[config.mk]
export PLATFORM = sky130hd
export DESIGN_NAME = singles_word_serializer
export DESIGN_NICKNAME = d
export VERILOG_FILES = /design/src/rtl/singles_word_serializer.sv
export SDC_FILE = /design/constraint.sdc
export NUM_CORES = 1
export LEC_CHECK = 0
export BUFFER_PORTS_ARGS = -buffer_cell sky130_fd_sc_hd__buf_2
export CORE_MARGIN = 8
export CORE_UTILIZATION = 46
export CTS_CLUSTER_SIZE = 14
export DETAILED_ROUTE_END_ITERATION = 8
export GPL_TIMING_DRIVEN = 0
export PLACE_DENSITY = 0.69
export SLEW_MARGIN = 20
export SYNTH_ARGS = -nofsm -noshare
export SYNTH_HDL_FRONTEND = slang
export SYNTH_SLANG_ARGS = --single-unit
[constraint.sdc]
create_clock -name clk -period 11.6 [get_ports clk]
set_input_delay 3.48 -clock clk [delete_from_list [all_inputs] [get_ports clk]]
set_output_delay 3.48 -clock clk [all_outputs]
set_load 0.005 [all_outputs]
[src/rtl/singles_word_serializer.sv]
// singles_word_serializer
// Takes 128-bit single-event words from the detector over ready/valid, checks
// their framing, and sends good words as eight 16-bit beats, most-significant
// half-word first. Malformed words are dropped and counted. A one-word holding
// register refills the shift register on the last beat, so back-to-back frames
// go out at one beat per clock.
//
// Ports
//   clk, rst    clock, asynchronous active-high reset
//   in_valid    detector word available
//   in_data     detector word: [127:123] framing, [122] single, [121:116] block_id,
//               [115:20] energy, [19:0] time
//   in_ready    holding register empty (registered)
//   out_valid   beat valid
//   out_data    beat payload
//   out_last    final beat of a frame
//   out_ready   downstream accepts beat
//   frame_err   one-cycle pulse per dropped word
//   nframes     frames fully sent (wraps)
//   nerrors     dropped words (saturates at 0xFFFF)
module singles_word_serializer #(
    parameter int unsigned DATA_BITS = 128,
    parameter int unsigned OUT_BITS  = 16
) (
    input  logic                 clk,
    input  logic                 rst,
    input  logic                 in_valid,
    input  logic [DATA_BITS-1:0] in_data,
    output logic                 in_ready,
    output logic                 out_valid,
    output logic [OUT_BITS-1:0]  out_data,
    output logic                 out_last,
    input  logic                 out_ready,
    output logic                 frame_err,
    output logic [31:0]          nframes,
    output logic [15:0]          nerrors
);

    localparam int unsigned BEAT_W  = 3;
    localparam int unsigned FRAME_W = 5;
    localparam logic [BEAT_W-1:0]  LAST_BEAT  = 3'd7;
    localparam logic [FRAME_W-1:0] FRAME_GOOD = 5'b11111;
    localparam logic [15:0]        ERR_MAX    = 16'hFFFF;

    logic [DATA_BITS-1:0] hold_q, hold_d;
    logic                 hold_full_q, hold_full_d;
    logic [DATA_BITS-1:0] shreg_q, shreg_d;
    logic [BEAT_W-1:0]    beat_q, beat_d;
    logic                 busy_q, busy_d;
    logic                 in_ready_q, in_ready_d;
    logic                 out_last_q, out_last_d;
    logic                 frame_err_q, frame_err_d;
    logic [31:0]          nframes_q, nframes_d;
    logic [15:0]          nerrors_q, nerrors_d;

    logic accept_c, beat_acc_c, last_acc_c, xfer_c, frame_ok_c;

    // Handshake and transfer conditions
    always_comb begin
        accept_c   = in_valid & in_ready_q;
        beat_acc_c = busy_q & out_ready;
        last_acc_c = beat_acc_c & (beat_q == LAST_BEAT);
        xfer_c     = hold_full_q & (~busy_q | last_acc_c);
        frame_ok_c = (hold_q[DATA_BITS-1 -: FRAME_W] == FRAME_GOOD);
    end

    // Next-state logic
    always_comb begin
        hold_d      = hold_q;
        hold_full_d = hold_full_q;
        shreg_d     = shreg_q;
        beat_d      = beat_q;
        busy_d      = busy_q;
        nframes_d   = nframes_q;
        nerrors_d   = nerrors_q;
        frame_err_d = 1'b0;

        // Holding register: a transfer empties it unless a new word lands the same cycle
        if (xfer_c) begin
            hold_full_d = 1'b0;
        end
        if (accept_c) begin
            hold_d      = in_data;
            hold_full_d = 1'b1;
        end

        // Beat progress; the buffer shifts so the current beat is always at the top
        if (beat_acc_c) begin
            beat_d  = beat_q + 3'd1;
            shreg_d = {shreg_q[DATA_BITS-OUT_BITS-1:0], OUT_BITS'(0)};
        end
        if (last_acc_c) begin
            busy_d    = 1'b0;
            nframes_d = nframes_q + 32'd1;
        end

        // Transfer: good words reload the shifter, bad words are only counted
        if (xfer_c) begin
            if (frame_ok_c) begin
                shreg_d = hold_q;
                beat_d  = '0;
                busy_d  = 1'b1;
            end else begin
                frame_err_d = 1'b1;
                if (nerrors_q != ERR_MAX) begin
                    nerrors_d = nerrors_q + 16'd1;
                end
            end
        end

        in_ready_d = ~hold_full_d;
        out_last_d = busy_d & (beat_d == LAST_BEAT);
    end

    // State registers
    always_ff @(posedge clk or posedge rst) begin
        if (rst) begin
            hold_q      <= '0;
            hold_full_q <= 1'b0;
            shreg_q     <= '0;
            beat_q      <= '0;
            busy_q      <= 1'b0;
            in_ready_q  <= 1'b0;
            out_last_q  <= 1'b0;
            frame_err_q <= 1'b0;
            nframes_q   <= '0;
            nerrors_q   <= '0;
        end else begin
            hold_q      <= hold_d;
            hold_full_q <= hold_full_d;
            shreg_q     <= shreg_d;
            beat_q      <= beat_d;
            busy_q      <= busy_d;
            in_ready_q  <= in_ready_d;
            out_last_q  <= out_last_d;
            frame_err_q <= frame_err_d;
            nframes_q   <= nframes_d;
            nerrors_q   <= nerrors_d;
        end
    end

    assign in_ready  = in_ready_q;
    assign out_valid = busy_q;
    assign out_data  = shreg_q[DATA_BITS-1 -: OUT_BITS];
    assign out_last  = out_last_q;
    assign frame_err = frame_err_q;
    assign nframes   = nframes_q;
    assign nerrors   = nerrors_q;

endmodule

# Yosys cells after proc, flatten, opt, wreduce, memory -nomap -nowiden
# Cells that the tools add are included.
# Widths: inputs -> output; s select.
[totals]
wordCells = 40
out_inout_bits = 68
reg_bits = 312
in_bits = 132
[classes]
n_mux = 13
bitwise = 9
addsub = 3
n_eq_ne = 4
n_reduce_logical = 1
[op_table]
columns = ["op", "n"]
rows = [
  ["$mux 128", 3],
  ["$add 32x1->32 const B", 1],
  ["$add 16x1->16 const B", 1],
  ["$ne 16x16->1 const B", 1],
  ["$mux 3", 3],
  ["$mux 1", 7],
  ["$eq 3x3->1 const B", 2],
  ["$and 1x1->1", 5],
  ["$eq 5x5->1 const B", 1],
  ["$add 3x1->3 const B", 1],
  ["$not 1->1", 3],
  ["$reduce_and 3->1", 1],
  ["$or 1x1->1", 1],
]

# Depth between registers and ports, before layout
# Gate-level depths: netlist of run 1.
[depth]
ltp_word = 7
mapped_depth = 8

# Worst setup path after synthesis of run 1
# OpenSTA, ideal clock, no wires.
[synth_timing]
path_type = "input port to flip-flop"
from = "input in_valid"
to = "register hold_q[79]"
setup_ns = 0.125
setup_slack_ns = 6.864
path_stages = 4
n_path_buf = 2
t_arrival_ns = 4.612
required_time_ns = 11.475
cell_sequence = "nand2_1 clkbuf_1 clkbuf_1 mux2_2"
[synth_between]
elab_chain_cells = 1
[synth_lines]
columns = ["element", "line_no", "rtl"]
rows = [
  ["start: declaration", "27", "input logic in_valid,"],
  ["$and 1x1->1", "60", "accept_c = in_valid & in_ready_q;"],
  ["end signal: assignment", "129", "hold_q <= hold_d;"],
  ["end: declaration", "45", "logic [DATA_BITS-1:0] hold_q, hold_d;"],
]
# Every way passes these cells.
# A chain may end at the register's enable or synchronous reset.

# Final worst setup path of run 1
[layout_timing]
from = "input in_valid"
to = "register hold_q[38]"
# The elaborated chain is that of the path after synthesis.

==> out/qor.yml, run 1 <==
final_common_cell: "dfrtp_1"
overflow: 0
critical-path-top-delay-family: "buffers and inverters"
finalInstanceArea_mm2: 0.0160
grtUsageTotal_pct: 19.5
crit_required_ns: 11.98
core_area_mm2: 0.0279
path_buf_inv: 3
path_clk_slew_ns: 0.06
period_share_pct: 43.5
fp.dieW_um: 184
placed_cells: 1790
crit_fanout: 10
avgSynthCellArea_um2: 10.9
numCtsBuffers: 36
power.density_mw_per_mm2: 226
synthArstFlopShare_pct: 100
ctsLongestPathBuffers: 3
worstPathArrival_ns: 5.43
synth_edf_count: 0
fin_tns_setup_ns: 0
drt-pass1-iter-count: 5
ir_worst_vdd_v: 0.000141
hold_buffers: 0
setup_viol: 0
place_area_mm2: 0.0148
grt_max_degree: 32
grt_pass1_wl_um: 53300
crit_chain: "buf_2 > nand2_1 > clkbuf_1 > clkbuf_1 > mux2_2"
clock-sinks: 312
cts_tree: "yes"
dp.final_hpwl_um: 24500
max_stage_delay_ns: 0.65
rows: 61
final_util_pct: 57.3
skew_ns: 0.0111
holdCritPathClass: "reg -> reg"
drive_gt1_share_pct: 29.5
htree_levels: 2
nNetsFinal: 1586
io_buffers: 199
cts_root_buf: "clkbuf_16"
antenna_found_initial: 4
crit_path_start_kind: "input port"
drtIter0Drc: 828
slowest_stage: "clkbuf_1"
start_util_pct: 46.8
finalMaxSlewViolations: 0
synthCells: 1202
fin_hold_ws_ns: 0.465
cp_common_cell: "clkbuf_1"
clkLatencyLatePin_ns: 0.50
drc_errors: 0
layout_common_cells: "312 x dfrtp_1, 282 x nand2_1, 213 x buf_2"
endpoint_kind: "register"
vias: 9690
ys_seq_elements: 312
antenna_left: 0
status: "finished clean"
syn-num-nets: 1338
post_cts_buffers: 0
cts_resized: 0
wire_per_inst_um: 17.7
wirelength_um: 32900
gp_congestion: 0.853
fmax_mhz: 198
power_leakage_nw: 7.70
io_pins: 200
num-fill-cells: 2382
syn_area_mm2: 0.0130
regToRegSetupSlack_ns: 9.06
tightest_slew_ns: 0.897
die_h_um: 184
relSlewSlack_pct: 40.0
vias_per_cell: 5.22
rsz0062_at_grt: "false"
die_area_mm2: 0.0340
yosys_warnings: 0
grt_pass1_vias: 10000
syn_to_final_growth_pct: 22.4
maxCapViolations: 0
layout.cells.non_filler: 1855
final_hold_viol_count: 0
crit_type: "in -> reg"
ys_types: 31
fin_crit_ns: 5.05
synthFlopType: "dfrtp_1"
yosysSeqAreaShare_pct: 59.8
[registers in the layout, summed over array words and instances, names as in the netlist]
register and cells:
beat_q 3, hold_q 128, frame_err 1, in_ready 1
out_valid 1, shreg_q 128, nframes 32, out_last 1
hold_full_q 1, nerrors 16
[per-layer routing]
layer | routed length, µm | GRT usage (%) | vias up
li1 | - | - | 4578
met5 | 0 | 0 | -
met2 | 15300 | 30.4 | 297
met1 | 14600 | 26.8 | 4749
met3 | 1990 | 3.80 | 66
met4 | 973 | 6.81 | 0
[cell usage after synthesis (5+ instances only)]
cell | count | area share [%]
dfrtp_1 | 312 | 60
nand2_1 | 282 | 8.1
mux2_2 | 130 | 11
nor2_1 | 116 | 3.3
a31oi_1 | 108 | 5.2
clkbuf_1 | 50 | 1.4
nand3_1 | 37 | 1.4
xor2_1 | 37 | 2.5
buf_4 | 16 | 0.92
buf_2 | 14 | 0.54
nor3_1 | 14 | 0.54
nor4_1 | 14 | 0.67
nand4_1 | 13 | 0.62
xnor2_1 | 10 | 0.67
and4_1 | 8 | 0.54
and3_1 | 7 | 0.34
buf_6 | 6 | 0.52
inv_1 | 5 | 0.14
[cell families after synthesis]
group / synth area share, %
compound gates: 5.49
xor+xnor: 3.15
fa+ha+maj: 0.384
buf+inv: 3.67
flops: 59.8
mux: 11.3
simple gates: 16.2
[through the flow]
step | power, mW | setup WS, ns
global route | 3.82 | 6.44
CTS | 3.63 | 6.49
finish | 3.60 | 6.55
detailed placement | 2.48 | 5.96
global placement | 2.44 | 2.15
floorplan | 2.20 | 3.97
[area by class of cell]
class | instances | area (µm²) | share of cell area (%)
inverter | 5 | 22.5 | 0.141
multi-input combinational | 795 | 4760 | 29.8
antenna | 4 | 10.0 | 0.0627
buffer | 90 | 460 | 2.88
timing repair buffer | 210 | 1230 | 7.71
tap | 378 | 473 | 2.96
clock buffer | 54 | 1090 | 6.82
clock inverter | 7 | 113 | 0.705
sequential | 312 | 7810 | 48.9
[worst paths after layout]
kind | start | end | cells past startpoint
max in group asynchronous | rst | hold_q[92] | 6
min in group asynchronous | rst | nerrors[15] | 2
worst max register to register | beat_q[0] | shreg_q[113] | 8
worst min register to register | hold_q[10] | shreg_q[10] | 2
worst max-delay path | in_valid | hold_q[38] | 5
worst min-delay path | hold_q[10] | shreg_q[10] | 2
[worst reg2reg max path: cells and delay by family, from the launching register on]
kind	cells	cell delay, ns
AO/OA/AOI/OAI	2	0.45
adder cells (fa/ha/maj)	2	0.47
buffers and inverters	2	0.84
flip-flops	1	0.42
AND/OR/NAND/NOR	2	0.27
[power breakdown]
group | switching, mW | total, mW | internal (mW)
clock network | 0.423 | 1.13 | 0.712
registers | 0.234 | 1.69 | 1.46
logic | 0.375 | 0.775 | 0.400
total | 1.03 | 3.60 | 2.57
No activity file was read; power rests on OpenSTA's default activity.
==> inputs of run 2 (changes only) <==
--- a/config.mk
+++ b/config.mk
@@ -5,13 +5,14 @@
 export SDC_FILE = /design/constraint.sdc
 export NUM_CORES = 1
 export LEC_CHECK = 0
+export ABC_AREA = 1
 export BUFFER_PORTS_ARGS = -buffer_cell sky130_fd_sc_hd__buf_2
 export CORE_MARGIN = 8
 export CORE_UTILIZATION = 46
 export CTS_CLUSTER_SIZE = 14
 export DETAILED_ROUTE_END_ITERATION = 8
 export GPL_TIMING_DRIVEN = 0
-export PLACE_DENSITY = 0.69
+export PLACE_DENSITY = 0.66
 export SLEW_MARGIN = 20
 export SYNTH_ARGS = -nofsm -noshare
 export SYNTH_HDL_FRONTEND = slang
==> constraint.sdc (replaced) <==
create_clock -name clk -period 5.2 [get_ports clk]
set_input_delay 1.56 -clock clk [delete_from_list [all_inputs] [get_ports clk]]
set_output_delay 1.56 -clock clk [all_outputs]
set_load 0.005 [all_outputs]
==> out/qor.yml, run 2 <==
skew_ns: 0.0165  # was 0.0111 ns
finalMaxSlewViolations: 0  # unchanged
final_hold_viol_count: 0  # unchanged
path_clk_slew_ns: 0.05  # was 0.06 ns
grt_pass1_vias: 11700  # was 10000
maxCapViolations: 0  # unchanged
layout_common_cells: "498 x nand2_1, 312 x dfrtp_1, 223 x buf_2"  # was 312 x dfrtp_1, 282 x nand2_1, 213 x buf_2
synthArstFlopShare_pct: 100  # unchanged
syn_area_mm2: 0.0139  # was 0.0130 mm²
yosys-top-cells-count: "498 x nand2_1, 312 x dfrtp_1, 177 x nor2_1, 145 x o21ai_0, 94 x inv_1"  # was 312 x dfrtp_1, 282 x nand2_1, 130 x mux2_2, 116 x nor2_1, 108 x a31oi_1
ys_types: 31  # unchanged
core_area_mm2: 0.0297  # was 0.0279 mm²
regToRegSetupSlack_ns: 2.99  # was 9.06 ns
wirelength_um: 38000  # was 32900 µm
grt_pass1_wl_um: 61800  # was 53300 µm
crit_start: "in_valid"  # unchanged
io_buffers: 199  # unchanged
hold_buffers: 0  # unchanged
syn_to_final_growth_pct: 21.2  # was 22.4%
cts_root_buf: "clkbuf_16"  # unchanged
yosysSeqAreaShare_pct: 56.1  # was 59.8%
grt_max_degree: 34  # was 32
gp_congestion: 0.852  # was 0.853
period_share_pct: 56.7
die_area_mm2: 0.0361  # was 0.0340 mm²
antenna_left: 0  # unchanged
hp-start: "hold_q[12]"  # was hold_q[10]
cts_tree: "yes"  # unchanged
clkLatencyLatePin_ns: 0.51  # was 0.50 ns
nNetsFinal: 1991  # was 1586
num-fill-cells: 2730  # was 2382
cts_resized: 0  # unchanged
status: "finished clean"  # unchanged
start_util_pct: 46.8  # about the same
placed_cells: 2207  # was 1790
yosysTopAreaCell: "dfrtp_1"  # unchanged
worstPathArrival_ns: 3.39  # was 5.43 ns
crit_required_ns: 5.64  # was 11.98 ns
fin_crit_ns: 2.95
setup_viol: 0  # unchanged
vias: 11400  # was 9690
power.density_mw_per_mm2: 504  # was 226 mW/mm²
synth_top_area_share_pct: 56.1  # was 59.8%
drive_gt1_share_pct: 20.9  # was 29.5%
avgSynthCellArea_um2: 8.65  # was 10.9 µm²
rows: 63  # was 61
vias_per_cell: 5.04  # was 5.22
endpoint_kind: "register"  # unchanged
synth_edf_count: 0  # unchanged
final_common_cell: "nand2_1"  # was dfrtp_1
synth.area.top_cells: "dfrtp_1 56%, nand2_1 13%, o21ai_0 5.2%, nor2_1 4.8%, o21a_1 3.4%"  # was dfrtp_1 60%, mux2_2 11%, nand2_1 8.1%, a31oi_1 5.2%, nor2_1 3.3%
synth_most_common_cell: "nand2_1"  # was dfrtp_1
numCtsBuffers: 36  # unchanged
dp.final_hpwl_um: 28000  # was 24500 µm
layout.cells.non_filler: 2269  # was 1855
drc_errors: 0  # unchanged
clock-sinks: 312  # unchanged
synthFlopType: "dfrtp_1"  # unchanged
io_pins: 200  # unchanged
crit_fanout: 10  # unchanged
n_antenna_cell: 0  # was 4
wire_per_inst_um: 16.8  # was 17.7 µm
drtIter0Drc: 793  # was 828
crit_path_start_kind: "input port"  # unchanged
fmax_mhz: 339
finalPower_mw: 8.50  # was 3.60 mW
ys_seq_elements: 312  # unchanged
synthCells: 1607  # was 1202
crit_type: "in -> reg"  # unchanged
yosys_warnings: 0  # unchanged
ir_worst_vdd_v: 0.000224  # was 0.000141 V
power_leakage_nw: 8.26  # was 7.70 nW
grtUsageTotal_pct: 21.2  # was 19.5%
fp.dieW_um: 190  # was 184 µm
overflow: 0  # unchanged
drt-pass1-iter-count: 5  # unchanged
ctsLongestPathBuffers: 3  # unchanged
relSlewSlack_pct: 43.6  # was 40.0%
die_h_um: 190  # was 184 µm
reg2reg_from: "beat_q[0]"  # unchanged
antenna_found_initial: 0  # was 4
htree_levels: 2  # unchanged
post_cts_buffers: 0  # unchanged
tightest_slew_ns: 0.846  # was 0.897 ns
holdCritPathClass: "reg -> reg"  # unchanged
syn-num-nets: 1743  # was 1338
rsz0062_at_grt: "false"  # unchanged
[run 2: final cells by class]
cell class / count / area (µm²) / area share [%]
clock inverter: 10 / 109 / 0.646
buffer: 100 / 541 / 3.21
clock buffer: 52 / 1110 / 6.60
inverter: 97 / 368 / 2.18
tap: 390 / 488 / 2.90
timing repair buffer: 210 / 1230 / 7.31
sequential: 312 / 7810 / 46.3
multi-input combinational: 1098 / 5200 / 30.8
[run 2: logic make-up after synthesis]
family | count (synthesis) | share of synthesized area [%]
buffers and inverters | 197 | 6.50
AOI/OAI and AO/OA | 274 | 12.0
muxes | 1 | 0.0720
xor gates and xnor gates | 22 | 1.39
and+or+nand+nor | 797 | 23.5
adders and majority gates | 4 | 0.360
DFF | 312 | 56.1
[run 2: report_power, final]
part	total [mW]	leakage, nW	switching [mW]	internal [mW]
Clock	2.56	0.610	0.977	1.58
Combinational	2.10	3.90	1.18	0.924
Sequential	3.84	3.76	0.554	3.28
[run 2: per-stage QoR]
stage,area [µm²],hold slack [ns],setup TNS [ns],setup slack (ns),utilization (%)
4_1_cts,16900,0.477,0,2.25,56.7
3_5_place_dp,15600,0.465,0,1.72,52.6
2_1_floorplan,13900,0.442,-160.65,-0.515,-
6_report,16900,0.477,0,2.25,56.7
3_3_place_gp,15400,0.460,-728.50,-2.37,51.8
5_1_grt,16900,0.504,0,2.18,56.7
[run 2: worst paths after layout]
check                      cells after the start      endpoint
max                                            7    hold_q[17]
min                                            2   shreg_q[12]
max reg2reg                                    8  shreg_q[107]
min reg2reg                                    2   shreg_q[12]
max in group asynchronous                      6   shreg_q[12]
min in group asynchronous                      2  shreg_q[120]
[run 2: per-layer routing]
layer  vias up  global-route usage, %  wire length, µm
met5         -                      0                0
met3        55                   3.77             2260
li1       5607                      -                -
met4         0                   5.26              750
met1      5465                   30.3            17600
met2       312                   32.9            17400
[run 2: critical path, stage by stage]
cell and delay, ns:
buf_2 0.07, nand2_1 0.16, inv_1 0.11, clkbuf_1 0.64
clkbuf_1 0.50, nand2_1 0.23, nand2_1 0.10
